File: src/rtl/cr16_pkg.sv
// Shared constants, state encoding and vector payload for the cr16 ALU self-test.
package cr16_pkg;

   localparam int unsigned DATA_W = 16;
   localparam int unsigned STAT_W = 5;
   localparam int unsigned OPC_W  = 4;
   localparam int unsigned LFSR_W = 32;

   localparam logic [OPC_W-1:0] OP_ADD  = 4'b0000;
   localparam logic [OPC_W-1:0] OP_ADDU = 4'b0001;

   localparam int unsigned STAT_N = 4;
   localparam int unsigned STAT_Z = 3;
   localparam int unsigned STAT_F = 2;
   localparam int unsigned STAT_L = 1;
   localparam int unsigned STAT_C = 0;

   localparam logic [LFSR_W-1:0] LFSR_MASK = 32'h80200003;

   typedef enum logic [1:0] {
      ST_IDLE  = 2'd0,
      ST_RUN   = 2'd1,
      ST_DRAIN = 2'd2,
      ST_DONE  = 2'd3
   } bist_state_e;

   typedef struct packed {
      logic              vld;
      logic [OPC_W-1:0]  opcode;
      logic [DATA_W-1:0] a;
      logic [DATA_W-1:0] b;
   } bist_vec_t;

   // Right-shifting Galois step
   function automatic logic [LFSR_W-1:0] lfsr_next(input logic [LFSR_W-1:0] s);
      return (s >> 1) ^ (s[0] ? LFSR_MASK : '0);
   endfunction

endpackage

File: src/rtl/cr16_alu_bist_lfsr.sv
// 32-bit Galois LFSR with seed load; o_state_c shows the value consumed this cycle.
module cr16_alu_bist_lfsr
   import cr16_pkg::*;
#(
   parameter logic [LFSR_W-1:0] SEED = 32'h1
) (
   input  logic              i_clk,
   input  logic              i_nreset,
   input  logic              i_load,
   input  logic              i_adv,
   output logic [LFSR_W-1:0] o_state_c
);

   logic [LFSR_W-1:0] r_state;

   // A load presents the seed immediately so the first vector of a run is the seed itself
   assign o_state_c = i_load ? SEED : r_state;

   always_ff @(posedge i_clk or negedge i_nreset) begin
      if (!i_nreset) begin
         r_state <= SEED;
      end else if (i_adv) begin
         r_state <= lfsr_next(o_state_c);
      end else if (i_load) begin
         r_state <= SEED;
      end
   end

endmodule

File: src/rtl/cr16_alu_bist.sv
// Self-test driver for cr16_alu: issues ADD then ADDU vectors and checks results.
// Optional CR16_ALU_BIST_CAPTURE_EN adds first-mismatch capture ports.
module cr16_alu_bist
   import cr16_pkg::*;
#(
   parameter int unsigned       N_VECTORS   = 256,
   parameter int unsigned       ALU_LATENCY = 1,
   parameter logic [LFSR_W-1:0] LFSR_SEED   = 32'hACE11234
) (
   input  logic              I_CLK,
   input  logic              I_NRESET,
   input  logic              I_START,
   output logic              O_BUSY,
   output logic              O_DONE,
   output logic              O_PASS,
   output logic [15:0]       O_ERR_COUNT,
   output logic [DATA_W-1:0] O_ALU_A,
   output logic [DATA_W-1:0] O_ALU_B,
   output logic [OPC_W-1:0]  O_ALU_OPCODE,
   output logic              O_ALU_ENABLE,
   input  logic [DATA_W-1:0] I_ALU_C,
   input  logic [STAT_W-1:0] I_ALU_STATUS
`ifdef CR16_ALU_BIST_CAPTURE_EN
   ,
   output logic [OPC_W-1:0]  O_FAIL_OPCODE,
   output logic [DATA_W-1:0] O_FAIL_A,
   output logic [DATA_W-1:0] O_FAIL_B,
   output logic [DATA_W-1:0] O_FAIL_C,
   output logic [STAT_W-1:0] O_FAIL_STATUS
`endif
);

   localparam int unsigned       CNT_W    = $clog2(2 * N_VECTORS) + 1;
   localparam int unsigned       DRN_W    = $clog2(ALU_LATENCY + 1);
   localparam logic [LFSR_W-1:0] SEED_EFF = (LFSR_SEED == '0) ? 32'h1 : LFSR_SEED;

   bist_state_e       r_state, w_state_nxt;
   logic              w_accept, w_issue;
   logic [OPC_W-1:0]  w_opcode_nxt;
   logic [CNT_W-1:0]  r_vec_cnt;
   logic [DRN_W-1:0]  r_drain_cnt;
   logic [LFSR_W-1:0] w_lfsr;
   logic              r_vec_vld, r_busy, r_done, r_pass, r_enable;
   logic [15:0]       r_err_count, w_err_nxt;
   logic [DATA_W-1:0] r_a, r_b;
   logic [OPC_W-1:0]  r_opcode;
   bist_vec_t         r_pipe [ALU_LATENCY];
   bist_vec_t         w_stage0, w_tok;
   logic [DATA_W:0]   w_sum;
   logic [DATA_W-1:0] w_res;
   logic              w_zero, w_ovf, w_diff_add, w_diff_addu, w_mism;
   logic              w_busy_nxt;

   cr16_alu_bist_lfsr #(.SEED(SEED_EFF)) u_lfsr (
      .i_clk     (I_CLK),
      .i_nreset  (I_NRESET),
      .i_load    (w_accept),
      .i_adv     (w_issue),
      .o_state_c (w_lfsr)
   );

   // Next state; the accepting cycle already issues vector 0
   always_comb begin
      w_state_nxt  = r_state;
      w_accept     = 1'b0;
      w_issue      = 1'b0;
      case (r_state)
         ST_IDLE, ST_DONE: begin
            if (I_START) begin
               w_accept    = 1'b1;
               w_issue     = 1'b1;
               w_state_nxt = ST_RUN;
            end
         end
         ST_RUN: begin
            w_issue = 1'b1;
            if (r_vec_cnt == CNT_W'(2 * N_VECTORS - 1)) w_state_nxt = ST_DRAIN;
         end
         ST_DRAIN: begin
            if (r_drain_cnt == DRN_W'(ALU_LATENCY)) w_state_nxt = ST_DONE;
         end
         default: w_state_nxt = ST_IDLE;
      endcase
      w_opcode_nxt = (!w_accept && (r_vec_cnt >= CNT_W'(N_VECTORS))) ? OP_ADDU : OP_ADD;
      w_busy_nxt   = (w_state_nxt == ST_RUN) || (w_state_nxt == ST_DRAIN);
   end

   // Golden model at the pipe output
   assign w_tok       = r_pipe[ALU_LATENCY-1];
   assign w_sum       = (DATA_W+1)'(w_tok.a) + (DATA_W+1)'(w_tok.b);
   assign w_res       = w_sum[DATA_W-1:0];
   assign w_zero      = (w_res == '0);
   assign w_ovf       = (w_tok.a[DATA_W-1] == w_tok.b[DATA_W-1]) && (w_res[DATA_W-1] != w_tok.a[DATA_W-1]);
   assign w_diff_add  = (I_ALU_C != w_res) || (I_ALU_STATUS[STAT_N] != w_res[DATA_W-1]) ||
                        (I_ALU_STATUS[STAT_Z] != w_zero) || (I_ALU_STATUS[STAT_F] != w_ovf) ||
                        I_ALU_STATUS[STAT_C];
   assign w_diff_addu = (I_ALU_C != w_res) || (I_ALU_STATUS[STAT_Z] != w_zero) ||
                        (I_ALU_STATUS[STAT_C] != w_sum[DATA_W]) || I_ALU_STATUS[STAT_F];
   assign w_mism      = w_tok.vld && ((w_tok.opcode == OP_ADDU) ? w_diff_addu : w_diff_add);
   assign w_err_nxt   = w_accept ? 16'h0 :
                        (w_mism && (r_err_count != 16'hFFFF)) ? r_err_count + 16'd1 : r_err_count;

   always_comb begin
      w_stage0        = '0;
      w_stage0.vld    = r_vec_vld;
      w_stage0.opcode = r_opcode;
      w_stage0.a      = r_a;
      w_stage0.b      = r_b;
   end

   always_ff @(posedge I_CLK or negedge I_NRESET) begin
      if (!I_NRESET) begin
         r_state     <= ST_IDLE;
         r_vec_cnt   <= '0;
         r_drain_cnt <= '0;
         r_vec_vld   <= 1'b0;
         r_busy      <= 1'b0;
         r_enable    <= 1'b0;
         r_done      <= 1'b0;
         r_pass      <= 1'b0;
         r_err_count <= '0;
         r_a         <= '0;
         r_b         <= '0;
         r_opcode    <= '0;
         for (int unsigned j = 0; j < ALU_LATENCY; j++) r_pipe[j] <= '0;
      end else begin
         r_state     <= w_state_nxt;
         r_vec_vld   <= w_issue;
         r_busy      <= w_busy_nxt;
         r_enable    <= w_busy_nxt;
         r_err_count <= w_err_nxt;
         r_drain_cnt <= (r_state == ST_DRAIN) ? r_drain_cnt + DRN_W'(1) : '0;
         if (w_issue) begin
            r_a       <= w_lfsr[LFSR_W-1:DATA_W];
            r_b       <= w_lfsr[DATA_W-1:0];
            r_opcode  <= w_opcode_nxt;
            r_vec_cnt <= w_accept ? CNT_W'(1) : r_vec_cnt + CNT_W'(1);
         end
         if (w_accept) begin
            r_done <= 1'b0;
            r_pass <= 1'b0;
         end else if ((r_state == ST_DRAIN) && (w_state_nxt == ST_DONE)) begin
            r_done <= 1'b1;
            r_pass <= (w_err_nxt == 16'h0);
         end
         r_pipe[0] <= w_stage0;
         for (int unsigned j = 1; j < ALU_LATENCY; j++) r_pipe[j] <= r_pipe[j-1];
      end
   end

   assign O_BUSY       = r_busy;
   assign O_DONE       = r_done;
   assign O_PASS       = r_pass;
   assign O_ERR_COUNT  = r_err_count;
   assign O_ALU_A      = r_a;
   assign O_ALU_B      = r_b;
   assign O_ALU_OPCODE = r_opcode;
   assign O_ALU_ENABLE = r_enable;

`ifdef CR16_ALU_BIST_CAPTURE_EN
   logic [OPC_W-1:0]  r_fail_opcode;
   logic [DATA_W-1:0] r_fail_a, r_fail_b, r_fail_c;
   logic [STAT_W-1:0] r_fail_status;

   // Error count still zero means this is the first mismatch of the run
   always_ff @(posedge I_CLK or negedge I_NRESET) begin
      if (!I_NRESET) begin
         r_fail_opcode <= '0;
         r_fail_a      <= '0;
         r_fail_b      <= '0;
         r_fail_c      <= '0;
         r_fail_status <= '0;
      end else if (w_accept) begin
         r_fail_opcode <= '0;
         r_fail_a      <= '0;
         r_fail_b      <= '0;
         r_fail_c      <= '0;
         r_fail_status <= '0;
      end else if (w_mism && (r_err_count == 16'h0)) begin
         r_fail_opcode <= w_tok.opcode;
         r_fail_a      <= w_tok.a;
         r_fail_b      <= w_tok.b;
         r_fail_c      <= I_ALU_C;
         r_fail_status <= I_ALU_STATUS;
      end
   end

   assign O_FAIL_OPCODE = r_fail_opcode;
   assign O_FAIL_A      = r_fail_a;
   assign O_FAIL_B      = r_fail_b;
   assign O_FAIL_C      = r_fail_c;
   assign O_FAIL_STATUS = r_fail_status;
`else
   logic w_unused_l;
   assign w_unused_l = I_ALU_STATUS[STAT_L];
`endif

endmodule

File: config.mk
export PLATFORM = sky130hd
export DESIGN_NAME = cr16_alu_bist
export DESIGN_NICKNAME = d
export VERILOG_FILES = /design/src/rtl/cr16_pkg.sv /design/src/rtl/cr16_alu_bist_lfsr.sv /design/src/rtl/cr16_alu_bist.sv
export SDC_FILE = /design/constraint.sdc
export NUM_CORES = 1
export LEC_CHECK = 0
export CAP_MARGIN = 25
export CORE_ASPECT_RATIO = 1.5
export CORE_MARGIN = 2
export CORE_UTILIZATION = 53
export CTS_BUF_LIST = sky130_fd_sc_hd__clkbuf_4 sky130_fd_sc_hd__clkbuf_8
export CTS_CLUSTER_SIZE = 14
export DETAILED_ROUTE_END_ITERATION = 16
export PLACE_DENSITY = 0.88
export SLEW_MARGIN = 20
export SYNTH_ARGS = -nofsm -noshare
export SYNTH_HDL_FRONTEND = slang
export SYNTH_SLANG_ARGS = --single-unit
File: constraint.sdc
create_clock -name I_CLK -period 3.69 [get_ports I_CLK]
set_clock_uncertainty 0.05 [all_clocks]
set_input_delay 0.9225 -clock I_CLK [delete_from_list [all_inputs] [get_ports I_CLK]]
set_output_delay 0.9225 -clock I_CLK [all_outputs]
set_load 0.01 [all_outputs]
==> results of run 1 <==
placed cells by master, fill, tap and decap left out, types with 10 or more instances in the layout:
cell             synthesis  final
xnor2_1                 19     16
and3_1                  16     12
mux2i_1                 12     10
dfrtp_1                119    119
dfstp_2                 13     13
nand4_1                 15     15
ha_1                    21     20
nand3_1                 19     16
o21ai_0                 26     25
nand2_1                 98     93
buf_4                    6     96
clkbuf_8                 0     18
a21oi_1                 38     35
clkdlybuf4s50_1          0     73
a31oi_1                 26     23
a22o_1                  20     20
nor3_1                  10     10
inv_1                   15     14
xor2_1                  31     30
nor2_1                  66     65
kinds of logic (layout without fill, tap and decap cells):
group,after synthesis,in the layout
other cells,1,3
xor+xnor,55,55
buf+inv,68,228
flops,132,132
mux,14,14
compound gates,189,189
simple gates,269,270
fa+ha+maj,22,22
cell type report:
class                   instances  area [um^2]
fillers                       920         3861
well taps                     162        202.7
clock buffers                  18        247.7
flip-flops and latches        132         3319
inverters                      16        60.06
multi-input cells             553         3980
clock inverters                14        202.7
repair buffers                180         1594
power by group through the flow:
stage	combinational (mW)	sequential [mW]	clock (mW)
floorplan	0.0494	1.48	0
global placement	0.129	1.48	0
detailed placement	0.132	1.48	0
CTS	0.140	1.45	1.37
global route	0.157	1.45	1.44
finish	0.144	1.45	1.36
routing by layer:
layer  wire length [um]  vias up  GRT usage, %
met5                  0        -             0
met4               1277        0         14.32
met3               1510      118         5.296
met2              11430      405         52.47
met1               7916     3324         34.44
li1                   -     3003             -
per-stage QoR:
stage	util, %	hold slack, ns	area, um^2
4_1_cts	69.72	0.3117	9390
2_1_floorplan	-	0.2812	7274
3_3_place_gp	64.51	0.2832	8688
6_report	71.33	0.3094	9607
5_1_grt	71.33	0.3115	9607
3_5_place_dp	64.51	0.2913	8688
Yosys cell counts (all sizes together), types with 3 or more instances:
cell     count
dfrtp      119
nand2       98
nor2        66
a21oi       39
clkbuf      31
xor2        31
o21ai       29
a31oi       26
buf         21
ha          21
a22o        20
xnor2       20
nand3       19
and3        16
nand4       16
inv         15
dfstp       13
mux2i       12
nor3        10
a21o         8
a211oi       7
and2         7
nor4         7
o2111ai      5
o21a         5
a211o        4
and4         4
nand2b       4
nor2b        4
o22ai        4
o31ai        4
or3          4
a41oi        3
nand4b       3
o211ai       3
o21bai       3
o221ai       3
or2          3
xnor3        3
worst paths after layout:
path                                       to  slack [ns]  depth (start not counted)
setup / recovery                       O_PASS       -0.34                         18
hold / removal                     r_pipe[36]        0.31                          0
setup reg to reg                       O_PASS       -0.34                         18
hold reg to reg                    r_pipe[36]        0.31                          0
max in group asynchronous  u_lfsr.r_state[29]        2.37                          2
min in group asynchronous          O_ALU_A[2]        0.34                          1
state kept, by name, summed over array words and instances (netlist names):
signal / count
r_pipe: 34
u_lfsr.r_state: 32
O_ALU_A: 16
O_ALU_B: 16
O_ERR_COUNT: 16
r_vec_cnt: 10
r_state: 2
O_ALU_ENABLE: 1
O_ALU_OPCODE: 1
O_DONE: 1
O_PASS: 1
r_drain_cnt: 1
r_vec_vld: 1
worst max-delay path, stage by stage (launching register included):
cell,delay (ns)
dfrtp_1,0.39
ha_4,0.15
inv_2,0.04
fa_2,0.35
and2b_2,0.27
o221ai_4,0.16
buf_4,0.19
a21oi_4,0.14
o2111ai_2,0.14
nor4_2,0.34
nand4b_1,0.15
buf_6,0.15
o31a_1,0.33
nand4_4,0.13
buf_6,0.12
and3_4,0.20
mux2i_1,0.25
a41oi_1,0.17
o21ai_1,0.22
timing repair:
item                       4_1_cts  5_1_grt
setup buffers                    6       10
pin swaps                       26       19
resized for setup               42       30
setup endpoints to repair       17       17
cloned                           1        0
==> flow_metrics.tcl, run 1 <==
set metrics [dict create \
    crit_type "reg2reg" \
    die_w_um 99.61 \
    tightest_slew_ns 0.5266 \
    grt_pass1_wl_mm 33.94 \
    synthToLayoutAreaGrowth_pct 32.20 \
    crit_required_ns 4.00 \
    h-tree-depth 4 \
    max-clock-path-buffers 2 \
    routed_via_density 6.372 \
    combPwrFrac_pct 4.9 \
    setup-tns-final_ns -1.888 \
    fin_crit_sh_pct 109.3 \
    clkSlewWorstSetupHoldPaths_ns 0.08 \
    postSynthAreaPerCell_um2 9.689 \
    firstDrtPassIters 5 \
    dp.cells 1027 \
    hold_class "reg2reg" \
    yosysSeqAreaShare_pct 45.68 \
    post-place-ws_ns -0.7724 \
    io_buffers 75 \
    failed_checks "negative setup slack" \
    wire_per_inst_um 20.59 \
    syn-cell-area_um2 7267 \
    clockPowerShare_pct 46.0 \
    synth.distinct_cells 89 \
    grt_pass1_vias 6685 \
    synth_compound_area_share_pct 18.94 \
    cp_max_fo 5 \
    outcome "complete, but fails checks" \
    synth.top_cell.area_share_pct 40.98 \
    p_leak_nw 4.254 \
    initial_core_util_pct 53.96 \
    hold_buffers 0 \
    grt.overflow.total 0 \
    muxShareOfSynthArea_pct 1.963 \
    die_area_um2 14680 \
    cts_made_buffers 17 \
    max_cap_violations 0 \
    finalWirelength_mm 22.13 \
    drc 0 \
    setup.worst_path.start_class "flop" \
    hold_start "r_vec_vld" \
    yosys_register_bits 132 \
    worst_slack_ns -0.3439 \
    p_sw_mw 0.6784 \
    final_antenna_net_count 0 \
    total_power_mw 2.957 \
    r2r_start "r_pipe[16]" \
    rows 52 \
    timing.slew.headroom_pct 64.40 \
    hpwl_mm 14.52 \
    yosysWarnings 0 \
    finalWeightedCongestion 0.9770 \
    rsz0062_at_grt "true" \
    synth_top_family_by_area "compound AO/OA/AOI/OAI gates" \
    fin_crit_ns 4.034 \
    p_int_mw 2.279 \
    drtIter0Drc 674 \
    syn_inst 750 \
    slew_viol_final 0 \
    crit_start "r_pipe[16]" \
    p_seq_share_pct 49.1 \
    antenna_found_initial 0 \
    synth_area_leaders "dfrtp_1, nand2_1, dfstp_2" \
    diodes 0 \
    yosys.area_share.simple_pct 17.84 \
    setup_violations 16 \
    synthXorXnorAreaFrac_pct 7.507 \
    grt_max_degree 104 \
    fp.dieH_um 147.4 \
    cts_tree "built" \
    core_um2 13470 \
    pin_count 80 \
    stdcell_count 1075 \
    max_freq_ghz 0.2479 \
    cp.arrival_ns 4.34 \
    finalHoldViolCount 0 \
    synth_ff_type "dfrtp_1" \
    drive_gt1_share_pct 23.66 \
    async_flop_share_pct 100.0 \
    p_sw_share_pct 22.94 \
    pwr_density_cell_nw_per_um2 307.8 \
    gr-usage-all-layers_pct 29.68 \
    synth_edf_count 0 \
    ir_drop_mv 0.2556 \
    cts-root-buf "clkbuf_8" \
    synthAdderAreaFrac_pct 3.891 \
    clk_latency_ns 0.45 \
    cts_sinks 132 \
    yosysTopAreaCell "dfrtp_1" \
    vias 6850 \
    final_nets 946 \
    cp-end-kind "flop" \
]
Note: power is estimated with default switching activity, not from simulation.
==> run 2: changes to the inputs <==
Settings changed: CORE_UTILIZATION 53 to 59, PLACE_DENSITY 0.88 to 0.92.
Clock period 3.69 ns to 4 ns, I/O delays scaled along.
==> run 2 against run 1 <==
Compared with the run above: the flow still finishes with violations (negative setup slack); worst setup slack better by 0.21 ns; maximum frequency decreased by 2.4%; die area decreased by 9.8%; final cell count shrank 5.5%; combinational power shrank 7%; critical path depth decreased by 2; first-iteration DRC count decreased by 16%; register-to-register slack improved by 0.21 ns; largest power group is now the clock network.
==> flow_metrics.tcl, run 2 (synthesized netlist as in run 1, its figures left out) <==
set metrics [dict create \
    outcome "complete, but fails checks" \
    failed_checks "negative setup slack" \
    ir_drop_mv 0.2828 \
    grt.overflow.total 0 \
    crit_type "reg2reg" \
    p_leak_nw 3.996 \
    cts_tree "built" \
    finalWeightedCongestion 0.9424 \
    final_antenna_net_count 0 \
    antenna_found_initial 0 \
    h-tree-depth 4 \
    drive_gt1_share_pct 18.66 \
    cts-root-buf "clkbuf_8" \
    synthToLayoutAreaGrowth_pct 26.26 \
    critPathCapture "O_PASS" \
    drtIter0Drc 563 \
    post-place-ws_ns -0.5242 \
    reg_top3 "r_pipe: 34 flops, u_lfsr.r_state: 32 flops" \
    clk_latency_ns 0.45 \
    max-clock-path-buffers 2 \
    fin_crit_sh_pct 103.4 \
    cts_sinks 132 \
    r2r-end "O_PASS" \
    max_cap_violations 0 \
    routed_via_density 6.540 \
    final_nets 897 \
    hpwl_mm 14.34 \
    reg2reg_depth 16 \
    io_buffers 75 \
    die_w_um 94.62 \
    crit_start "r_pipe[16]" \
    rows 49 \
    cp-end-kind "flop" \
    layout_commonest_cell "dfrtp_1" \
    final_area_um2 9175 \
    cts_made_buffers 17 \
    fin_crit_ns 4.135 \
    r2r_start "r_pipe[16]" \
    firstDrtPassIters 5 \
    pwr_density_cell_nw_per_um2 309.2 \
    tightest_slew_ns 0.6879 \
    finalHoldViolCount 0 \
    clkSlewWorstSetupHoldPaths_ns 0.08 \
    grt_pass1_wl_mm 34.71 \
    initial_core_util_pct 60.47 \
    grt_pass1_vias 6674 \
    hold_class "reg2reg" \
    setup_violations 1 \
    die_area_um2 13240 \
    drc 0 \
    vias 6645 \
    rsz0062_at_grt "true" \
    grt_max_degree 133 \
    fill_cells 773 \
    wire_per_inst_um 21.96 \
    diodes 0 \
    setup.worst_path.start_class "flop" \
    top_register "r_pipe" \
    fp.dieH_um 139.9 \
    crit_required_ns 4.32 \
    timing.slew.headroom_pct 54.14 \
    max_freq_ghz 0.2418 \
    worst_slack_ns -0.1351 \
    cp_max_fo 6 \
    r2r_slack_ns -0.14 \
    core_um2 12020 \
    slew_viol_final 0 \
    dpl_cell_area_um2 8347 \
    pin_count 80 \
    gr-usage-all-layers_pct 34.11 \
    finalWirelength_mm 22.31 \
    final_cell_mix "dfrtp_1, nand2_1, clkdlybuf4s50_1" \
    largest_register_ffs 34 \
    cp.arrival_ns 4.45 \
]
==> run 2: critical path, stage by stage, from the launching register on <==
cell,delay [ns]
dfrtp_1,0.37
ha_2,0.19
inv_2,0.04
fa_2,0.36
and2b_2,0.29
o221ai_4,0.20
a211o_1,0.35
a32o_2,0.35
xnor2_4,0.18
o31ai_2,0.23
o31a_1,0.25
nand4_4,0.20
buf_6,0.19
a311oi_2,0.33
a41oi_2,0.06
nand4b_1,0.24
o21ai_1,0.17
==> run 2: how the worst min path moves through the flow <==
stage | slack, ns | endpoint | start | cells past startpoint
final | 0.31 | r_pipe[36] | r_vec_vld | 0
after global placement | 0.28 | r_pipe[36] | r_vec_vld | 0
after floorplan | 0.28 | r_pipe[36] | r_vec_vld | 0
after global routing | 0.32 | r_pipe[36] | r_vec_vld | 0
after detailed placement | 0.28 | r_pipe[36] | r_vec_vld | 0
after CTS | 0.30 | r_pipe[36] | r_vec_vld | 0
==> run 2: final cells by class <==
type,instances,area (um^2),share of cell area (%)
clock inverters,12,229.0,2.496
repair buffers,131,1209,13.17
multi-input cells,553,3911,42.63
well taps,153,191.4,2.086
inverters,16,60.06,0.6546
flip-flops and latches,132,3319,36.18
clock buffers,19,255.2,2.782
==> run 2: routing by layer <==
layer  wire [um]  vias to the layer above  global-route usage (%)
met1        8023                     3275                   40.53
met2       11600                      375                   59.01
li1            -                     2897                       -
met5           0                        -                       0
met4        1146                        0                   17.32
met3        1537                       98                   5.272
==> run 2: through the flow <==
stage	util, %	hold slack (ns)	cells	setup TNS [ns]	power, mW
after floorplan	-	0.2812	752	0	1.412
after global placement	69.46	0.2839	974	-4.105	1.483
after detailed placement	69.46	0.2847	974	-5.769	1.487
after CTS	74.39	0.3042	1011	0	2.834
after global routing	76.35	0.3156	1016	-0.7095	2.912
final	76.35	0.3063	1016	-0.1351	2.837
==> run 2: repair_timing <==
action                     4_1_cts  5_1_grt
hold buffers                     0        0
setup endpoints to repair       12       16
buffers inserted                 5        5
gates resized for setup         13       39
pin swaps                        9       25
gates cloned                     1        0
==> run 2: power breakdown <==
group	switching [mW]	internal (mW)	total [mW]	leakage (nW)
logic	0.0708	0.0633	0.134	2.26
registers	0.00460	1.34	1.34	1.51
clock network	0.535	0.827	1.36	0.232
==> run 3: changes to the inputs <==
Settings changed: CORE_UTILIZATION 59 to 42, GPL_TIMING_DRIVEN set to 0, PLACE_DENSITY 0.92 to 0.74.
Clock period 4 ns to 3.3 ns, I/O delays scaled along.
==> run 3 against run 2 <==
Compared with the run above: sequential cell count stayed put; non-clock buffer count is 8 higher; critical endpoint unchanged; largest cell class unchanged; the flow still finishes with violations (negative setup slack); via count is 5.8% lower; die area is 39% higher; combinational power is 15% higher; maximum frequency is 5.5% higher; highest routed layer unchanged.
==> flow_metrics.tcl, run 3 (synthesized netlist as in run 1, its figures left out) <==
set metrics [dict create \
    outcome "complete, but fails checks" \
    failed_checks "negative setup slack" \
    grt_pass1_wl_mm 33.09 \
    final_cell_mix "dfrtp_1, nand2_1, clkdlybuf4s50_1" \
    die_w_um 111.4 \
    setup-tns-final_ns -8.010 \
    hold_buffers 0 \
    worst_slack_ns -0.6185 \
    fin_util_pct 55.14 \
    clk_latency_ns 0.44 \
    reg_top3 "r_pipe: 34 flops, u_lfsr.r_state: 32 flops" \
    final_nets 905 \
    fin_crit_sh_pct 118.7 \
    stdcell_count 1082 \
    ir_drop_mv 0.2585 \
    initial_core_util_pct 43.16 \
    p_leak_nw 3.966 \
    fill_cells 1485 \
    max-clock-path-buffers 2 \
    combPwrFrac_pct 4.3 \
    finalHoldViolCount 0 \
    final-seq-area_um2 3319 \
    diodes 0 \
    max_cap_violations 0 \
    crit_path_cell_trace "ha_4, inv_2, fa_2, and2b_2, o221ai_4, a211o_1, mux2i_2, nor4_1, nand4b_1, buf_4, mux2i_4, nand4_4, buf_6, and2_4, a211oi_1, nand4b_1, o21ai_1" \
    clkSlewWorstSetupHoldPaths_ns 0.08 \
    p_sw_mw 0.7280 \
    r2r_start "r_pipe[16]" \
    cp.arrival_ns 4.24 \
    p_sw_share_pct 20.16 \
    io_buffers 75 \
    firstDrtPassIters 6 \
    drc 0 \
    total_power_mw 3.612 \
    reg2reg_depth 17 \
    r2r-end "O_PASS" \
    tightest_slew_ns 0.9492 \
    rsz0062_at_grt "true" \
    final_antenna_net_count 0 \
    p_int_mw 2.884 \
    fp.dieH_um 165.1 \
    crit_type "reg2reg" \
    hold_class "in2async" \
    cts_tree "built" \
    antenna_found_initial 0 \
    core_um2 16840 \
    rows 58 \
    largest_register_ffs 34 \
    cp-end-kind "flop" \
    crit_required_ns 3.62 \
    fin_crit_ns 3.918 \
    final_area_um2 9283 \
    finalWirelength_mm 20.96 \
    crit_path_max_incr_delay_ns 0.38 \
    p_seq_share_pct 45.0 \
    cp_max_fo 7 \
    cp_top_family "simple AND/OR/NAND/NOR gates" \
    cp_slowest_cell "fa_2" \
    top_register "r_pipe" \
    dp.cells 1038 \
    grt.overflow.total 0 \
    wire_per_inst_um 19.37 \
    setup_violations 17 \
    hpwl_mm 15.28 \
    pwr_density_cell_nw_per_um2 389.1 \
    h-tree-depth 4 \
    die_area_um2 18390 \
    vias 6261 \
    max_freq_ghz 0.2552 \
    r2r_slack_ns -0.62 \
    synthToLayoutAreaGrowth_pct 27.74 \
    gr-usage-all-layers_pct 22.98 \
    grt_pass1_vias 6164 \
    dpl_cell_area_um2 8351 \
    grt_max_degree 101 \
    timing.hold.ws_ns 0.1822 \
    clockPowerShare_pct 50.7 \
    crit_top_cell "nand4b_1" \
    multi_input_area_um2 3950 \
    timing.slew.headroom_pct 35.08 \
    cts_made_buffers 17 \
    pin_count 80 \
    post-place-ws_ns -1.013 \
    setup.worst_path.start_class "flop" \
    finalWeightedCongestion 0.9417 \
    slew_viol_final 0 \
    drtIter0Drc 503 \
    drive_gt1_share_pct 16.40 \
    routed_via_density 5.787 \
    cts_sinks 132 \
    cp_num_buf_inv 3 \
    cts-root-buf "clkbuf_8" \
    layout_commonest_cell "dfrtp_1" \
]
-- run 3: worst max-delay path by stage --
stage / startpoint / end / slack [ns] / cells after the start
final: r_pipe[16] / O_PASS / -0.62 / 17
after global routing: r_pipe[16] / O_ERR_COUNT[4] / -0.72 / 18
after CTS: r_pipe[16] / O_PASS / -0.57 / 16
after detailed placement: I_ALU_C[5] / O_PASS / -1.01 / 13
after global placement: I_NRESET / O_ERR_COUNT[8] / -3.63 / 1
after floorplan: r_pipe[0] / O_PASS / -0.10 / 15
-- run 3: final cells by class --
class	count	area share [%]
clock inverter	12	2.938
buffer	52	2.736
inverter	16	0.6470
timing repair buffer	87	9.570
sequential	132	35.76
tap	210	2.831
clock buffer	20	2.965
multi-input combinational	553	42.55
-- run 3: power groups by stage --
stage / Clock [mW] / Combinational [mW] / Sequential (mW)
after floorplan: 0 / 0.0564 / 1.66
after global placement: 0 / 0.135 / 1.66
after detailed placement: 0 / 0.141 / 1.66
after CTS: 1.85 / 0.149 / 1.62
after global routing: 1.92 / 0.170 / 1.62
final: 1.83 / 0.154 / 1.63
-- run 3: what timing repair did --
action	4_1_cts	5_1_grt
resized for setup	27	26
endpoints found under the setup margin	17	17
pin swaps	25	15
setup buffers	7	4
cloned	1	0
-- run 3: per-layer routing --
| metal | up-vias | share of wire [%] | track usage [%] |
|---|---|---|---|
| met5 | - | 0 | 0 |
| met4 | 0 | 5.3 | 11.73 |
| met3 | 71 | 4.1 | 3.686 |
| met2 | 233 | 51 | 41.24 |
| met1 | 3037 | 39 | 26.64 |
| li1 | 2920 | - | - |
